==> config.mk <==
export PLATFORM = sky130hd
export DESIGN_NAME = alu_seq16_flat
export DESIGN_NICKNAME = d
export VERILOG_FILES = /design/src/rtl/alu_seq16_if.sv /design/src/rtl/alu_seq16.sv /design/src/flat_wrapper.sv
export SDC_FILE = /design/constraint.sdc
export NUM_CORES = 1
export LEC_CHECK = 0
export CORE_MARGIN = 2
export CORE_UTILIZATION = 45
export CTS_CLUSTER_SIZE = 12
export DETAILED_ROUTE_END_ITERATION = 7
export PLACE_DENSITY = 0.76
export SYNTH_ARGS = -nofsm -noshare
export SYNTH_HDL_FRONTEND = slang
export SYNTH_SLANG_ARGS = --single-unit
==> constraint.sdc <==
create_clock -name clk -period 2.38 [get_ports clk]
set_clock_uncertainty 0.1 [all_clocks]
set_input_delay 0.476 -clock clk [delete_from_list [all_inputs] [get_ports clk]]
set_output_delay 0.476 -clock clk [all_outputs]
set_load 0.02 [all_outputs]
==> src/rtl/alu_seq16_if.sv <==
// Handshake and ALU-drive bundle for the 16-bit sequencer.
// The master side is decode/control plus the 8-bit ALU.
interface alu_seq16_if;
  logic        start;
  logic [1:0]  op;
  logic [15:0] a;
  logic [15:0] b;
  logic [3:0]  cnt;
  logic        busy;
  logic        done;
  logic [15:0] result;
  logic        carry;
  logic        zero;
  logic [4:0]  alu_cmd;
  logic [7:0]  alu_a;
  logic [7:0]  alu_b;
  logic        alu_sc_i;
  logic [7:0]  alu_rslt;
  logic        alu_sc_o;

  modport master (
    output start, op, a, b, cnt,
    output alu_rslt, alu_sc_o,
    input  busy, done, result, carry, zero,
    input  alu_cmd, alu_a, alu_b, alu_sc_i
  );

  modport slave (
    input  start, op, a, b, cnt,
    input  alu_rslt, alu_sc_o,
    output busy, done, result, carry, zero,
    output alu_cmd, alu_a, alu_b, alu_sc_i
  );
endinterface

==> src/rtl/alu_seq16.sv <==
// 16-bit add/shift sequencer built on an 8-bit ALU.
// Each op runs as byte passes with the carry chained via sc_i/sc_o.
module alu_seq16 #(
  parameter logic [4:0] CMD_ADD = 5'd0,
  parameter logic [4:0] CMD_LSL = 5'd2,
  parameter logic [4:0] CMD_ASR = 5'd3,
  parameter logic [4:0] CMD_LSR = 5'd4
) (
  input logic        clk,
  input logic        reset,
  alu_seq16_if.slave bus
);
  localparam logic [1:0] S_IDLE = 2'd0;
  localparam logic [1:0] S_P1   = 2'd1;
  localparam logic [1:0] S_P2   = 2'd2;
  localparam logic [1:0] S_DONE = 2'd3;

  localparam logic [1:0] OP_ADD = 2'd0;
  localparam logic [1:0] OP_LSL = 2'd1;
  localparam logic [1:0] OP_LSR = 2'd2;
  localparam logic [1:0] OP_ASR = 2'd3;

  logic [1:0]  state_q, state_d;
  logic [1:0]  op_q, op_d;
  logic [15:0] w_q, w_d;
  logic [15:0] b_q, b_d;
  logic [3:0]  r_q, r_d;
  logic        c_q, c_d;
  logic [15:0] res_q, res_d;
  logic        cy_q, cy_d;

  logic        busy;
  logic        hi_pass;
  logic [15:0] w_pass;

  assign busy = (state_q == S_P1) || (state_q == S_P2);

  // Right shifts start from the high byte so the carry flows downward
  always_comb begin
    hi_pass = 1'b0;
    unique case (state_q)
      S_P1:    hi_pass = (op_q == OP_LSR) || (op_q == OP_ASR);
      S_P2:    hi_pass = (op_q == OP_ADD) || (op_q == OP_LSL);
      default: hi_pass = 1'b0;
    endcase
  end

  always_comb begin
    bus.alu_cmd  = '0;
    bus.alu_a    = '0;
    bus.alu_b    = '0;
    bus.alu_sc_i = 1'b0;
    if (busy) begin
      bus.alu_a    = hi_pass ? w_q[15:8] : w_q[7:0];
      bus.alu_sc_i = (state_q == S_P2) && c_q;
      unique case (op_q)
        OP_ADD: begin
          bus.alu_cmd = CMD_ADD;
          bus.alu_b   = hi_pass ? b_q[15:8] : b_q[7:0];
        end
        OP_LSL:  bus.alu_cmd = CMD_LSL;
        OP_LSR:  bus.alu_cmd = CMD_LSR;
        default: bus.alu_cmd = (state_q == S_P1) ? CMD_ASR : CMD_LSR;
      endcase
    end
  end

  assign w_pass = hi_pass ? {bus.alu_rslt, w_q[7:0]}
                          : {w_q[15:8], bus.alu_rslt};

  always_comb begin
    state_d = state_q;
    op_d    = op_q;
    w_d     = w_q;
    b_d     = b_q;
    r_d     = r_q;
    c_d     = c_q;
    res_d   = res_q;
    cy_d    = cy_q;
    unique case (state_q)
      S_P1: begin
        w_d     = w_pass;
        c_d     = bus.alu_sc_o;
        state_d = S_P2;
      end
      S_P2: begin
        w_d = w_pass;
        c_d = bus.alu_sc_o;
        r_d = r_q - 4'd1;
        if ((op_q == OP_ADD) || (r_q == 4'd1)) begin
          state_d = S_DONE;
          res_d   = w_pass;
          cy_d    = bus.alu_sc_o;
        end else begin
          state_d = S_P1;
        end
      end
      default: begin
        state_d = S_IDLE;
        if (bus.start) begin
          op_d = bus.op;
          w_d  = bus.a;
          b_d  = bus.b;
          r_d  = bus.cnt;
          c_d  = 1'b0;
          if ((bus.op != OP_ADD) && (bus.cnt == 4'd0)) begin
            state_d = S_DONE;
            res_d   = bus.a;
            cy_d    = 1'b0;
          end else begin
            state_d = S_P1;
          end
        end
      end
    endcase
  end

  always_ff @(posedge clk or posedge reset) begin
    if (reset) begin
      state_q <= S_IDLE;
      op_q    <= '0;
      w_q     <= '0;
      b_q     <= '0;
      r_q     <= '0;
      c_q     <= 1'b0;
      res_q   <= '0;
      cy_q    <= 1'b0;
    end else begin
      state_q <= state_d;
      op_q    <= op_d;
      w_q     <= w_d;
      b_q     <= b_d;
      r_q     <= r_d;
      c_q     <= c_d;
      res_q   <= res_d;
      cy_q    <= cy_d;
    end
  end

  assign bus.busy   = busy;
  assign bus.done   = (state_q == S_DONE);
  assign bus.result = res_q;
  assign bus.carry  = cy_q;
  assign bus.zero   = (res_q == 16'h0000);
endmodule

==> src/flat_wrapper.sv <==
// flat-port wrapper written by rule: the top's interface ports become plain ports
module alu_seq16_flat 
#(
  parameter logic [4:0] CMD_ADD = 5'd0,
  parameter logic [4:0] CMD_LSL = 5'd2,
  parameter logic [4:0] CMD_ASR = 5'd3,
  parameter logic [4:0] CMD_LSR = 5'd4
)
  (clk, reset, bus_start, bus_op, bus_a, bus_b, bus_cnt, bus_alu_rslt, bus_alu_sc_o, bus_busy, bus_done, bus_result, bus_carry, bus_zero, bus_alu_cmd, bus_alu_a, bus_alu_b, bus_alu_sc_i);
  alu_seq16_if bus_i ();
  input logic clk;
  input logic reset;
  input wire logic [$bits(bus_i.start)-1:0] bus_start;
  input wire logic [$bits(bus_i.op)-1:0] bus_op;
  input wire logic [$bits(bus_i.a)-1:0] bus_a;
  input wire logic [$bits(bus_i.b)-1:0] bus_b;
  input wire logic [$bits(bus_i.cnt)-1:0] bus_cnt;
  input wire logic [$bits(bus_i.alu_rslt)-1:0] bus_alu_rslt;
  input wire logic [$bits(bus_i.alu_sc_o)-1:0] bus_alu_sc_o;
  output wire logic [$bits(bus_i.busy)-1:0] bus_busy;
  output wire logic [$bits(bus_i.done)-1:0] bus_done;
  output wire logic [$bits(bus_i.result)-1:0] bus_result;
  output wire logic [$bits(bus_i.carry)-1:0] bus_carry;
  output wire logic [$bits(bus_i.zero)-1:0] bus_zero;
  output wire logic [$bits(bus_i.alu_cmd)-1:0] bus_alu_cmd;
  output wire logic [$bits(bus_i.alu_a)-1:0] bus_alu_a;
  output wire logic [$bits(bus_i.alu_b)-1:0] bus_alu_b;
  output wire logic [$bits(bus_i.alu_sc_i)-1:0] bus_alu_sc_i;
  assign bus_i.start = bus_start;
  assign bus_i.op = bus_op;
  assign bus_i.a = bus_a;
  assign bus_i.b = bus_b;
  assign bus_i.cnt = bus_cnt;
  assign bus_i.alu_rslt = bus_alu_rslt;
  assign bus_i.alu_sc_o = bus_alu_sc_o;
  assign bus_busy = bus_i.busy;
  assign bus_done = bus_i.done;
  assign bus_result = bus_i.result;
  assign bus_carry = bus_i.carry;
  assign bus_zero = bus_i.zero;
  assign bus_alu_cmd = bus_i.alu_cmd;
  assign bus_alu_a = bus_i.alu_a;
  assign bus_alu_b = bus_i.alu_b;
  assign bus_alu_sc_i = bus_i.alu_sc_i;
  alu_seq16 #(.CMD_ADD(CMD_ADD), .CMD_LSL(CMD_LSL), .CMD_ASR(CMD_ASR), .CMD_LSR(CMD_LSR)) u_core (.clk(clk), .reset(reset), .bus(bus_i));
endmodule
* After elaboration in Yosys (flattened, before gate mapping)
Index checks and enable logic that the tools add are counted.
** Operators by class
- Multiplexer cells :: 29
- Reductions and logical operators :: 17
- Equality and inequality tests :: 8
- $add $sub $neg :: 1
- Bitwise gates (word level) :: 2
** Operators with widths (count)
- 2-to-1 mux 16 bit :: 6
- 2-to-1 mux 8 bit :: 5
- case mux 16 bit (2 select lines) :: 1
- zero test 16 bit :: 1
- case mux 5 bit (3 select lines) :: 1
- == test 2 bit, second input constant :: 4
- case mux 4 bit (2 select lines) :: 1
- nonzero test 2 bit :: 4
- 2-to-1 mux 1 bit :: 6
- 2-to-1 mux 2 bit :: 3
- 2-to-1 mux 5 bit :: 1
- == test 2 x 1 -> 1 bit, second input constant :: 2
- == test 4 x 1 -> 1 bit, second input constant :: 1
- zero test 4 bit :: 1
- logical OR 1 bit :: 4
- 2-to-1 mux 4 bit :: 1
- case mux 1 bit (2 select lines) :: 2
- case mux 2 bit (2 select lines) :: 1
- AND reduction 2 bit :: 2
- AND reduction 4 bit :: 1
- subtractor 4 x 1 -> 4 bit, second input constant :: 1
- 2-to-1 mux 3 bit :: 1
- logical AND 1 bit :: 2
- zero test 2 bit :: 1
- other kinds (3) :: 4
** Storage, ports and cells
- Bits of input ports :: 50
- Word-level logic and storage cells :: 65
- Output and inout bits :: 42
- Register bits after elaboration :: 58

* Logic depth before layout (Yosys ltp)
- Depth after elaboration :: 6
- Gate-level depth with buffers :: 8

* Worst setup path after synthesis
Ideal clock, no wire load.
- Kind :: register -> output
- Start :: register u_core.state_q[0]
- End :: output bus_alu_a[0]
- Cell stages (with the launch flop) :: 9
- Setup slack :: 0.061 ns
- Required time :: 1.804 ns
- Data arrival time :: 1.743 ns
- Cells stage by stage :: dfrtp_1 inv_1 ha_1 buf_2 mux2i_1 buf_4 buf_2 nand2_1 a21oi_1
** On the way
- Cells in the longest elaborated chain, start to end :: 4
- Elaborated cells between the ends (all ways) :: 6
- Those cells by class :: eq/ne: 2; mux: 3; reduce/logical: 1
** RTL lines
- start: declaration :: RTL line alu_seq16.sv:23 : logic [1:0] state_q, state_d;
- start signal: assignment :: RTL line alu_seq16.sv:129 : state_q <= state_d;
- == test 2 bit / == test 2 x 1 -> 1 bit (equally long branches) :: RTL line alu_seq16.sv:36, alu_seq16.sv:41
- case mux 1 bit (2 select lines) :: RTL line alu_seq16.sv:41 : unique case (state_q)
- 2-to-1 mux 8 bit :: RTL line alu_seq16.sv:54 : bus.alu_a = hi_pass ? w_q[15:8] : w_q[7:0];
- 2-to-1 mux 8 bit (*) :: RTL line alu_seq16.sv:53 : if (busy) begin
- end: declaration :: RTL line flat_wrapper.sv:26 : output wire logic [$bits(bus_i.alu_a)-1:0] bus_alu_a;
Mark *: on every way between the ends. The rest lies on a longest branch, timed or not.

* Final worst setup path
- Start :: register u_core.state_q[1]
- End :: output bus_alu_a[7]
The elaborated chain is that of the path after synthesis.

==> impl_metrics.ini <==
[final_layout]
final_instance_area_sq_um = 4745
instances_no_fill = 581
ff_latch_area_sq_um = 1451
finalNetCount = 532
postLayoutCoreUtil_pct = 64.72
diodes = 0
layout_cell_share_with_drive_strength_beyond_1_pct = 23.44
multi_input_comb_area_sq_um = 1833
layout_area_growth_over_synthesis_pct = 37.94
fillerInstances = 595

[yosys]
sequential_cell_area_fraction_in_the_yosys_report_pct = 42.20
synth_top_area_share_pct = 42.20
synthesized_area_per_cell_sq_um = 9.099
number_of_enable_type_register_cells_in_the_synthesized_netlist = 0
synth_area_sq_um = 3440
synth_cells = 378
largest_cells_by_area_after_synthesis = sky130_fd_sc_hd__dfrtp_1 42%, sky130_fd_sc_hd__mux2_2 8.2%, sky130_fd_sc_hd__nand2_1 7.2%
total_of_flip_flops_plus_latches_after_synthesis = 58
yosysUniqueCellTypes = 45
synth-warning-count = 0
synth.largest_area_cell = sky130_fd_sc_hd__dfrtp_1
synth_ff_type = sky130_fd_sc_hd__dfrtp_1
yosysMostFrequentCell = sky130_fd_sc_hd__nand2_1
top_cells_by_instance_count_after_synthesis = 66 x sky130_fd_sc_hd__nand2_1, 58 x sky130_fd_sc_hd__dfrtp_1, 34 x sky130_fd_sc_hd__a21oi_1
synth_async_sr_flop_share_pct = 100.0

[die]
die_width_um = 91.43
design.die.area_sq_um = 8359
fp.dieH_um = 91.43
number_of_rows_created_at_floorplan = 31
floorplan.io_pins = 92
core_area_sq_um = 7331
initial_core_util_pct = 46.92

[critical_path]
worst_ep_arrival_time_ns = 1.83
worst_path_largest_cell_delay_ns = 0.42
worst-endpoint-required_ns = 1.80
r2r.worst_path.cells = 8
crit_path_start = u_core.state_q[1]$_DFF_PP0_
largest_delay_share_family_worst_path = buffers and inverters
path_cells = inv_1 > ha_2 > mux2_4 > buf_8 > nand2_1 > a21oi_1 > buf_4
worstSetupStartpointType = register
cp.buffers_inverters = 3
path_class = register to output pin
regToRegSetupSlack_ns = 0.29
timing.rr.start = u_core.state_q[1]$_DFF_PP0_
cp_max_fo = 19
crit_path_top_delay_cell = sky130_fd_sc_hd__dfrtp_1
rr_endpoint = u_core.bus.result[1]$_DFFE_PP0P_
worstSetupEndpointType = output pin

[worst_hold_path]
hp-class = register to register
startpoint_of_the_tightest_hold_check_path = u_core.c_q$_DFFE_PP0P_
hold_depth = 1
holdPathEnd = u_core.c_q$_DFFE_PP0P_

[clocking]
num_clock_sinks = 58
clk_pin_slew_worst_paths_ns = 0.07
cts_buffers = 9
clock_root_buffer = sky130_fd_sc_hd__clkbuf_8
clock_tree.buffer_depth = 2
cts_max_level = 3
insertion_delay_ns = 0.34
cts_tree = built

[drt]
drtPass1Iterations = 5
routed_wire_length_per_instance_um = 16.23
first_iter_violations = 285
wirelength_um = 9427
drc = 0
drt.antenna.violating_nets = 0
vias_per_cell = 5.645
routed-via-count = 3280

[placed_design]
place_congestion = 0.9400
hpwl_um = 6581
dpl.cell_count = 563
io_buffers = 89
dpl-instance-area_sq_um = 4536
detailedPlace.worstSlack_ns = -0.1882

[pwr]
irDropWorstVdd_v = 0.0009593
power_density_nw_per_um2 = 1543
cellLeakagePower_nw = 2.024

[timing]
grt_setup_unrepaired = yes
period_needed_ns = 2.405
worst_slack_ns = -0.02507
timing.final.hold_violations = 0
max_transition_viols_final = 0
report.final.setup_viol = 11
achievable-frequency_mhz = 415.8
layout_worst_path_cycle_share_pct = 101.1

[grt]
grt_antenna_before_repair = 0
vias_in_the_first_global_route = 3179
grt_first_pass_wirelength_um = 15550
grt_overflow = 0
pin_count_of_the_biggest_net_entering_global_routing = 59
global_route.usage.total_pct = 23.27

[status]
violations = negative setup slack
outcome = finished, violations left

[job]
cap_violations = 0
==> where the power goes <==
group	internal (W)	switching, W
clock network	0.000539	0.000397
logic	0.00205	0.00240
registers	0.00151	0.000426
==> state kept, by name, summed over array words and instances, names as in the netlist <==
register and cells:
u_core.b_q 16, u_core.bus.carry 1, u_core.bus.result 16, u_core.c_q 1
u_core.op_q 2, u_core.r_q 4, u_core.state_q 2, u_core.w_q 16
==> area by class of cell <==
cell class,instances,share of cell area [%]
Clock inverter,4,1.055
Timing Repair Buffer,117,23.18
Inverter,8,0.6593
Tap cell,99,2.611
Clock buffer,12,3.270
Sequential cell,58,30.59
Multi-Input combinational cell,283,38.63
==> routing by layer <==
metal  vias to the layer above  GRT usage (%)  wire length, um
met5                         -              0                0
met4                         0          7.576              204
met3                        20          5.477              843
met2                       166          38.54             4467
met1                      1560          29.95             3911
li1                       1534              -                -
==> cells by family after synthesis <==
| logic type | Yosys count | synth area share [%] |
|---|---|---|
| compound gates | 113 | 20.41 |
| buf+inv | 38 | 5.857 |
| simple gates | 126 | 16.48 |
| flops | 58 | 42.20 |
| fa+ha+maj | 5 | 1.819 |
| other cells | 1 | 0.1090 |
| mux | 37 | 13.13 |
==> cell usage in the layout, fill, tap and decap left out, drive strengths merged, types with 4 or more instances in the layout <==
cell type / netlist / final
o21ai: 19 / 19
nor4: 4 / 4
a21oi: 34 / 34
inv: 7 / 7
a211oi: 15 / 15
buf: 19 / 44
nor2b: 13 / 13
mux2: 35 / 35
nor2: 28 / 28
ha: 5 / 5
a31oi: 33 / 33
clkdlybuf4s50: 0 / 67
dfrtp: 58 / 58
clkbuf: 11 / 15
nand2: 67 / 67
==> worst max path at each step <==
stage	end	depth (start not counted)	slack [ns]
after floorplan	bus_alu_a[0]	8	0.06
after global placement	bus_alu_b[7]	7	-0.13
after detailed placement	bus_alu_b[5]	7	-0.19
after CTS	bus_alu_cmd[0]	5	-0.14
after global routing	bus_alu_b[0]	7	-0.13
final	bus_alu_a[7]	7	-0.03
==> per-stage QoR <==
step | hold slack, ns | TNS, ns | power, W
after detailed placement | 0.3782 | -2.262 | 0.006324
after global routing | 0.4164 | -1.691 | 0.007837
final | 0.3921 | -0.1221 | 0.007322
after floorplan | 0.3552 | 0 | 0.004649
after global placement | 0.3780 | -1.780 | 0.006204
after CTS | 0.3953 | -0.5836 | 0.007241
==> what timing repair did <==
action,CTS,global route
setup buffers,0,2
gates resized for setup,87,15
hold endpoints to repair,0,0
hold buffers,0,0
endpoints found under the setup margin,22,21
Power figures use the tool's default switching activity.
